<file path="src/rtl/rtc_io_manager.sv">
// CPU-mapped misc/IO slave: calendar clock with carry/leap rules plus a byte rx FIFO.
// All CPU reads return through a single registered result port.
module rtc_io_manager #(
  parameter int DATA_W        = 16,
  parameter int TICKS_PER_SEC = 100,
  parameter int FIFO_DEPTH    = 8
) (
  input  logic              clk,
  input  logic              rstn,
  input  logic              cs,
  input  logic [3:0]        op,
  input  logic [DATA_W-1:0] port,
  input  logic [DATA_W-1:0] data,
  output logic [DATA_W-1:0] result,
  input  logic [7:0]        rx_data,
  input  logic              rx_valid,
  output logic              rx_ready,
  output logic              tick_sec
);

  localparam logic [3:0] OP_IN   = 4'b0010;
  localparam logic [3:0] OP_OUT  = 4'b0011;
  localparam logic [3:0] OP_TIME = 4'b0100;
  localparam int AW = (FIFO_DEPTH > 1) ? $clog2(FIFO_DEPTH) : 1;
  localparam int CW = AW + 1;
  localparam int PW = (TICKS_PER_SEC > 1) ? $clog2(TICKS_PER_SEC) : 1;
  localparam logic [PW-1:0] PRESCALE_MAX = PW'(TICKS_PER_SEC - 1);

  logic [7:0]        fifo_mem [FIFO_DEPTH];
  logic [AW-1:0]     wr_ptr_reg, rd_ptr_reg;
  logic [CW-1:0]     count_reg, count_next;
  logic              rx_ready_reg;
  logic [DATA_W-1:0] result_reg, result_next;
  logic              tick_reg, tick_next;
  logic [PW-1:0]     prescaler_reg, prescaler_next;
  logic [DATA_W-1:0] sec_reg, min_reg, hour_reg, day_reg, month_reg, year_reg;
  logic [DATA_W-1:0] sec_next, min_next, hour_next, day_next, month_next, year_next;

  logic is_in, is_out, is_time, wr_time, push, pop, fifo_empty;

  function automatic logic [DATA_W-1:0] days_in_month(input logic [DATA_W-1:0] m,
                                                       input logic [DATA_W-1:0] y);
    logic [DATA_W-1:0] d;
    case (m)
      DATA_W'(4), DATA_W'(6), DATA_W'(9), DATA_W'(11): d = DATA_W'(30);
      DATA_W'(2): d = (y[1:0] == 2'b00) ? DATA_W'(29) : DATA_W'(28);
      default:    d = DATA_W'(31);
    endcase
    return d;
  endfunction

  assign is_in      = cs && (op == OP_IN);
  assign is_out     = cs && (op == OP_OUT);
  assign is_time    = cs && (op == OP_TIME);
  assign wr_time    = is_out && (port < DATA_W'(6));
  assign fifo_empty = (count_reg == '0);
  assign push       = rx_valid && rx_ready_reg;
  // An empty pop is refused even if a push lands the same cycle; that byte stays stored.
  assign pop        = is_in && (port == '0) && !fifo_empty;
  assign count_next = count_reg + CW'(push) - CW'(pop);

  always_comb begin
    result_next = '0;
    if (is_in) begin
      if (port == '0)
        result_next = fifo_empty ? '1 : {{(DATA_W-8){1'b0}}, fifo_mem[rd_ptr_reg]};
      else if (port == DATA_W'(1))
        result_next = {{(DATA_W-CW){1'b0}}, count_reg};
    end else if (is_time) begin
      case (port)
        DATA_W'(0): result_next = sec_reg;
        DATA_W'(1): result_next = min_reg;
        DATA_W'(2): result_next = hour_reg;
        DATA_W'(3): result_next = day_reg;
        DATA_W'(4): result_next = month_reg;
        DATA_W'(5): result_next = year_reg;
        default:    result_next = '0;
      endcase
    end
  end

  // Field writes restart the second and swallow a coinciding tick; out-of-range values
  // use >= so they wrap to their minimum on the next increment.
  always_comb begin
    prescaler_next = prescaler_reg + PW'(1);
    tick_next      = 1'b0;
    sec_next       = sec_reg;
    min_next       = min_reg;
    hour_next      = hour_reg;
    day_next       = day_reg;
    month_next     = month_reg;
    year_next      = year_reg;
    if (wr_time) begin
      prescaler_next = '0;
      case (port[2:0])
        3'd0:    sec_next   = data;
        3'd1:    min_next   = data;
        3'd2:    hour_next  = data;
        3'd3:    day_next   = data;
        3'd4:    month_next = data;
        default: year_next  = data;
      endcase
    end else if (prescaler_reg == PRESCALE_MAX) begin
      prescaler_next = '0;
      tick_next      = 1'b1;
      if (sec_reg >= DATA_W'(59)) begin
        sec_next = '0;
        if (min_reg >= DATA_W'(59)) begin
          min_next = '0;
          if (hour_reg >= DATA_W'(23)) begin
            hour_next = '0;
            if (day_reg >= days_in_month(month_reg, year_reg)) begin
              day_next = DATA_W'(1);
              if (month_reg >= DATA_W'(12)) begin
                month_next = DATA_W'(1);
                year_next  = year_reg + DATA_W'(1);
              end else begin
                month_next = month_reg + DATA_W'(1);
              end
            end else begin
              day_next = day_reg + DATA_W'(1);
            end
          end else begin
            hour_next = hour_reg + DATA_W'(1);
          end
        end else begin
          min_next = min_reg + DATA_W'(1);
        end
      end else begin
        sec_next = sec_reg + DATA_W'(1);
      end
    end
  end

  always_ff @(posedge clk) begin
    if (push)
      fifo_mem[wr_ptr_reg] <= rx_data;
  end

  always_ff @(posedge clk or negedge rstn) begin
    if (!rstn) begin
      wr_ptr_reg    <= '0;
      rd_ptr_reg    <= '0;
      count_reg     <= '0;
      rx_ready_reg  <= 1'b1;
      result_reg    <= '0;
      tick_reg      <= 1'b0;
      prescaler_reg <= '0;
      sec_reg       <= '0;
      min_reg       <= '0;
      hour_reg      <= '0;
      day_reg       <= DATA_W'(1);
      month_reg     <= DATA_W'(1);
      year_reg      <= '0;
    end else begin
      if (push) wr_ptr_reg <= wr_ptr_reg + AW'(1);
      if (pop)  rd_ptr_reg <= rd_ptr_reg + AW'(1);
      count_reg     <= count_next;
      rx_ready_reg  <= (count_next != CW'(FIFO_DEPTH));
      result_reg    <= result_next;
      tick_reg      <= tick_next;
      prescaler_reg <= prescaler_next;
      sec_reg       <= sec_next;
      min_reg       <= min_next;
      hour_reg      <= hour_next;
      day_reg       <= day_next;
      month_reg     <= month_next;
      year_reg      <= year_next;
    end
  end

  assign result   = result_reg;
  assign rx_ready = rx_ready_reg;
  assign tick_sec = tick_reg;

endmodule

</file>
<file path="config.mk">
export PLATFORM = sky130hd
export DESIGN_NAME = rtc_io_manager
export DESIGN_NICKNAME = d
export VERILOG_FILES = /design/src/rtl/rtc_io_manager.sv
export SDC_FILE = /design/constraint.sdc
export NUM_CORES = 1
export LEC_CHECK = 0
export BUFFER_PORTS_ARGS = -buffer_cell sky130_fd_sc_hd__buf_2
export CAP_MARGIN = 40
export CORE_MARGIN = 2
export CORE_UTILIZATION = 33
export CTS_BUF_LIST = sky130_fd_sc_hd__clkbuf_16
export CTS_CLUSTER_DIAMETER = 200
export DETAILED_ROUTE_END_ITERATION = 10
export PLACE_DENSITY = 0.45
export SETUP_SLACK_MARGIN = 0.2
export SLEW_MARGIN = 40
export SYNTH_ARGS = -nofsm -noshare
export SYNTH_HDL_FRONTEND = slang
export SYNTH_SLANG_ARGS = --single-unit
export TNS_END_PERCENT = 20
</file>
<file path="constraint.sdc">
create_clock -name clk -period 3.1 [get_ports clk]
set_input_delay 0.155 -clock clk [delete_from_list [all_inputs] [get_ports clk]]
set_output_delay 0.155 -clock clk [all_outputs]
set_load 0.05 [all_outputs]
</file>
# Word level (Yosys, flattened, before mapping)
# Memory sizes are Yosys's and may differ from the RTL's.
# Index checks and enable logic that the tools add are counted.
# word_totals
inputBits	48
reg_bits	131
output_inout_bits	18
elab_cells	139
memories	1
ramBits	64
# mem_list
memory	depth	width	read_ports	rd_ports_with_merged_regs	write_ports	line	text
fifo_mem	8	8	1	0	1	29	logic [7:0] fifo_mem [FIFO_DEPTH];
# op_classes
order_cmp	6
n_eq_ne	25
n_reduce_logical	26
addsub	11
mux	57
# op_table
cell	n
two-way mux 16 bit	47
adder 16 x 1 -> 16 bit, second input constant	6
one-hot mux 16 bit (6 select lines)	1
== test 16 x 3 -> 1 bit, second input constant	4
== test 16 x 2 -> 1 bit, second input constant	3
== test 16 x 4 -> 1 bit, second input constant	2
>= comparator 16 x 6 -> 1 bit, second input constant	2
== test 16 x 1 -> 1 bit, second input constant	1
>= comparator 16 bit	1
>= comparator 16 x 4 -> 1 bit, second input constant	1
>= comparator 16 x 5 -> 1 bit, second input constant	1
logical NOT 16 bit	1
< comparator 16 x 3 -> 1 bit, second input constant	1
two-way mux 7 bit	2
nonzero test 2 bit	6
inequality test 2 x 1 -> 1 bit, second input constant	5
== test 4 x 2 -> 1 bit, second input constant	2
adder 7 x 1 -> 7 bit, second input constant	1
== test 7 bit, second input constant	1
logical AND 1 bit	7
AND reduction 7 bit	1
adder 3 x 1 -> 3 bit, second input constant	2
== test 3 x 2 -> 1 bit, second input constant	2
AND reduction 6 bit	1
other kinds (20)	24

# Depth between registers and ports, before layout
# depth
ltp_word	15
mapped_depth	14
mapped_depth_nobuf	12

# Worst setup path before layout
# Ideal clock, no wire load.
# synth_timing
path_kind	reg2reg
startpoint	register month_reg[14]
endpoint	register year_reg[1]
arrival_time_ps	2685
stages_incl_launch_ff	13
slack_ps	335
period_less_slack_ps	2765
required_time_ps	3021
setup_ps	79
n_path_buf	1
cell_sequence	dfrtp_1 nor4_1 nand4_1 a21oi_1 a21oi_1 ha_1 nand2b_1 a21oi_1 o21ai_0 nand4_1 nand2_1 buf_4 mux2i_1
# synth_between
elab_chain_cells	11
word_cells_on_any_way	17
cone_classes	2 x order compare; 5 x eq/ne; 6 x mux; 4 x reduce/logical
# synth_lines
element	line	text
start, declared	36	logic [DATA_W-1:0] sec_reg, min_reg, hour_reg, day_reg, month_reg, year_reg;
start signal, assigned	167	month_reg <= month_next;
== test 16 x 3 -> 1 bit or == test 16 x 4 -> 1 bit (tied branches)	44	case (m)
OR reduction 4 bit	44	
one-hot mux 2 bit (2 select lines)	44	
two-way mux 16 bit	110	if (hour_reg >= DATA_W'(23)) begin
two-way mux 16 bit	108	if (min_reg >= DATA_W'(59)) begin
two-way mux 16 bit	106	if (sec_reg >= DATA_W'(59)) begin
two-way mux 16 bit	103	end else if (prescaler_reg == PRESCALE_MAX) begin
two-way mux 16 bit	93	if (wr_time) begin
>= comparator 16 bit	112	if (day_reg >= days_in_month(month_reg, year_reg)) begin
nonzero test 2 bit (no line)	n/a	
AND reduction 7 bit (no line) *	n/a	
end signal, assigned	168	year_reg <= year_next;
end, declared	36	
# Every way passes the cells marked *; elsewhere a longest branch is shown, timed or not. The select of a mux whose other input is x is not followed.
# A chain may end at the register's enable or synchronous reset.

# Worst setup path after layout
# layout_timing
startpoint	register month_reg[9]
endpoint	register year_reg[2]
# Same word-level chain as after synthesis.

==> impl_results.md <==
* Clock Pin Slew Worst Setup and Hold Paths at 0.08 ns
* Layout area overhead at 19.3%
* DIE AREA at 31000 um^2
* EDFF count, synth at 64
* Filler cells at 2865
* Drt drc at 0
* Antenna viol nets, final at 0
* H-tree Lvls at 4
* Detailed Routing Iterations Pass 1 at 8
* VDD IR max at 0.363 mV
* Setup total negative slack at 0 ns
* Yosys top cell by area: dfrtp_1
* # rows at 63
* Via density at about 5.6
* Port Buffers at 65
* Finished Core Util at 39.7%
* Worst path max stage delay at 0.39 ns
* Crit path arrival time at between 3 and 4 ns
* Nets at 1086
* Io pins at 66
* Data required, critical path at 3.44 ns
* Commonest cells post-synth: 128 x dfrtp_1, 107 x nand2_1, 83 x o21ai_0
* Fmax at approximately 350 MHz
* Critical path class: reg -> reg
* Ys async rst share at 67.2%
* Post-synth top flop: dfrtp_1
* WP buf/inv at 3
* Final HPWL DP at 22900 um
* Startpoint types: flop
* First-pass GRT wire length at slightly below 50000 um
* Minimum clock period at 2.82 ns
* Pwr/cell area at 496 nW/um^2
* WL/cell at 22.3 um
* Gr usage total at 20.9%
* Vias at 7963
* Largest fanout on the critical path at 7
* Worst-case clock skew at 0.0176 ns
* Diode count at 0
* Syn nets at 977
* Starting density of the core at 33.2%
* Relative slew slack at 52.8%
* Most flops, register: fifo_mem
* Die H at 176 um
* Share of the synthesized area in the top cell type at 32.8%
* R2r setup slk at 0.28 ns
* Area after DPL at 10700 um^2
* Hold crit path type: in -> reg
* CP Launch Point: month_reg[9]
* Finished Layout Cells at 1420
* Clk root buf: clkbuf_16
* RSZ-0062 raised after global routing: true
* Pwr Total at 5.79 mW
* Cell Area, Synth at 9770 um^2
* Top cell family by delay on the critical path: simple AND/OR/NAND/NOR gates
* Max cap viols at 0
* Placer Congestion at 0.844
* 1st-iter DRT viols at between 800 and 900
* Reg2reg start: month_reg[9]
* Area of the core at ~30000 um^2
* CP most frequent cell: and3_4
* Kind of end point of the critical path: flop
* Final hold vios at 0
* Netlist cell types at 74
* Mapped Cells at 908
* Grt total ovfl at 0
* # placed instances at 1361
* CTS tree: done
* Buffer depth of the longest clock path at 2
* Cell Chain, Critical Path: nor4_2, buf_4, and3_4, and3_4, a21oi_2, ha_1, nand2b_4, a21oi_4, o21ai_2, buf_6, nand4_1, nand2_2, clkbuf_16, a32o_1
* Clk_lat worst skew at 0.46 ns
* Measured slew at the worst slew-check pin at between 0.7 and 0.8 ns
* Total Wirelength at 31600 um
* Status: finished clean
* Synth Warn # at 0
* Synthesized flop and latch total at 195
* Total CTS buffers at 17
* Initial antenna violation count at 0
* Mean Syn Cell Area at 10.8 um^2
* Final setup viols at 0
* Final period util at 91.1%
* Final Max Tran Viols at 0
* Vias in the first global route at 7948
* Share of cells above drive strength 1 at 20.1%
* Largest register FFs at between 60 and 70
* Die span in x at ~180 um
* Sequential area share after synthesis at 53.2%
* Finished Cell Area at 11700 um^2
* Count leader, synth: dfrtp_1
* Slowest CP cell: dfrtp_1
* Hold path startpoint: rx_valid
* Largest net degree at the start of global routing at 54
* Leak Pwr at about 4.7 nW
* Synth top area cells: dfrtp_1 33%, edfxtp_1 20%, o21ai_0 4.2%
* Clock sink count at 195
==> kinds of logic after synthesis <==
group	after synthesis	share of synthesized area (%)
buf+inv	67	3.24
compound gates	284	18.8
mux	27	4.90
fa+ha+maj	21	2.76
xor+xnor	10	0.896
flops	195	53.2
simple gates	304	16.1
==> cells in the final DEF (no fill, tap or decap), types with 15 or more instances in the layout <==
cell           count
inv_1             18
nand3_1           35
dlygate4sd3_1     20
o21ai_0           82
a21oi_1           55
clkbuf_16         18
and3_1            37
mux4_2            16
a22oi_1           50
buf_4             50
buf_2             64
ha_1              20
edfxtp_1          64
dfrtp_1          128
nand2_1          106
nand4_1           15
nor2_1            30
==> layer usage <==
layer  GRT usage, %  wire length, um  vias to the layer above
met1           29.3            14400                     3997
met4           6.96              516                        0
li1               -                -                     3668
met5              0                0                        -
met2           32.2            14800                      263
met3           4.29             1970                       35
==> where the power goes <==
part | total [mW] | switching [mW] | internal [mW]
clock | 2.29 | 1.20 | 1.10
combinational | 0.567 | 0.337 | 0.229
sequential | 2.93 | 0.0901 | 2.84
total | 5.79 | 1.62 | 4.16
==> worst register-to-register path, cell delays in order (launching register included) <==
cell and delay (ns):
dfrtp_1 0.39, nor4_2 0.28, buf_4 0.16, and3_4 0.18, and3_4 0.19, a21oi_2 0.05
ha_1 0.29, nand2b_4 0.15, a21oi_4 0.13, o21ai_2 0.08, buf_6 0.15, nand4_1 0.13
nand2_2 0.14, clkbuf_16 0.21, a32o_1 0.19
==> metrics by stage <==
stage | worst slack [ns] | hold WS (ns)
6_report | 0.276 | 0.0290
5_1_grt | 0.141 | 0.0425
4_1_cts | 0.200 | 0.00548
3_5_place_dp | 0.175 | 0.154
3_3_place_gp | 0.225 | 0.162
2_1_floorplan | 0.335 | -0.141
==> layout make-up <==
| class | instances | area, um^2 | area share, % |
|---|---|---|---|
| Tap cell | 390 | 488 | 4.19 |
| Clock inverter | 15 | 174 | 1.49 |
| Inverter | 18 | 67.6 | 0.579 |
| Clock buffer | 17 | 425 | 3.65 |
| Timing Repair Buffer | 138 | 963 | 8.26 |
| Multi-Input combinational cell | 647 | 4340 | 37.2 |
| Sequential cell | 195 | 5200 | 44.6 |
==> final timing paths <==
path                                     to  cells after the start
min reg2reg                prescaler_reg[0]                      1
min in group asynchronous  prescaler_reg[1]                      2
min                           wr_ptr_reg[2]                      3
max reg2reg                     year_reg[2]                     14
max                             year_reg[2]                     14
max in group asynchronous        result[10]                      3
==> what timing repair did <==
item	CTS	global route
endpoints found under the hold margin	124	0
hold buffers	20	0
setup buffers	1	4
cloned	0	2
pin swaps	0	16
setup endpoints to repair	12	38
resized for setup	2	13
No activity file was read; power rests on OpenSTA's default activity.
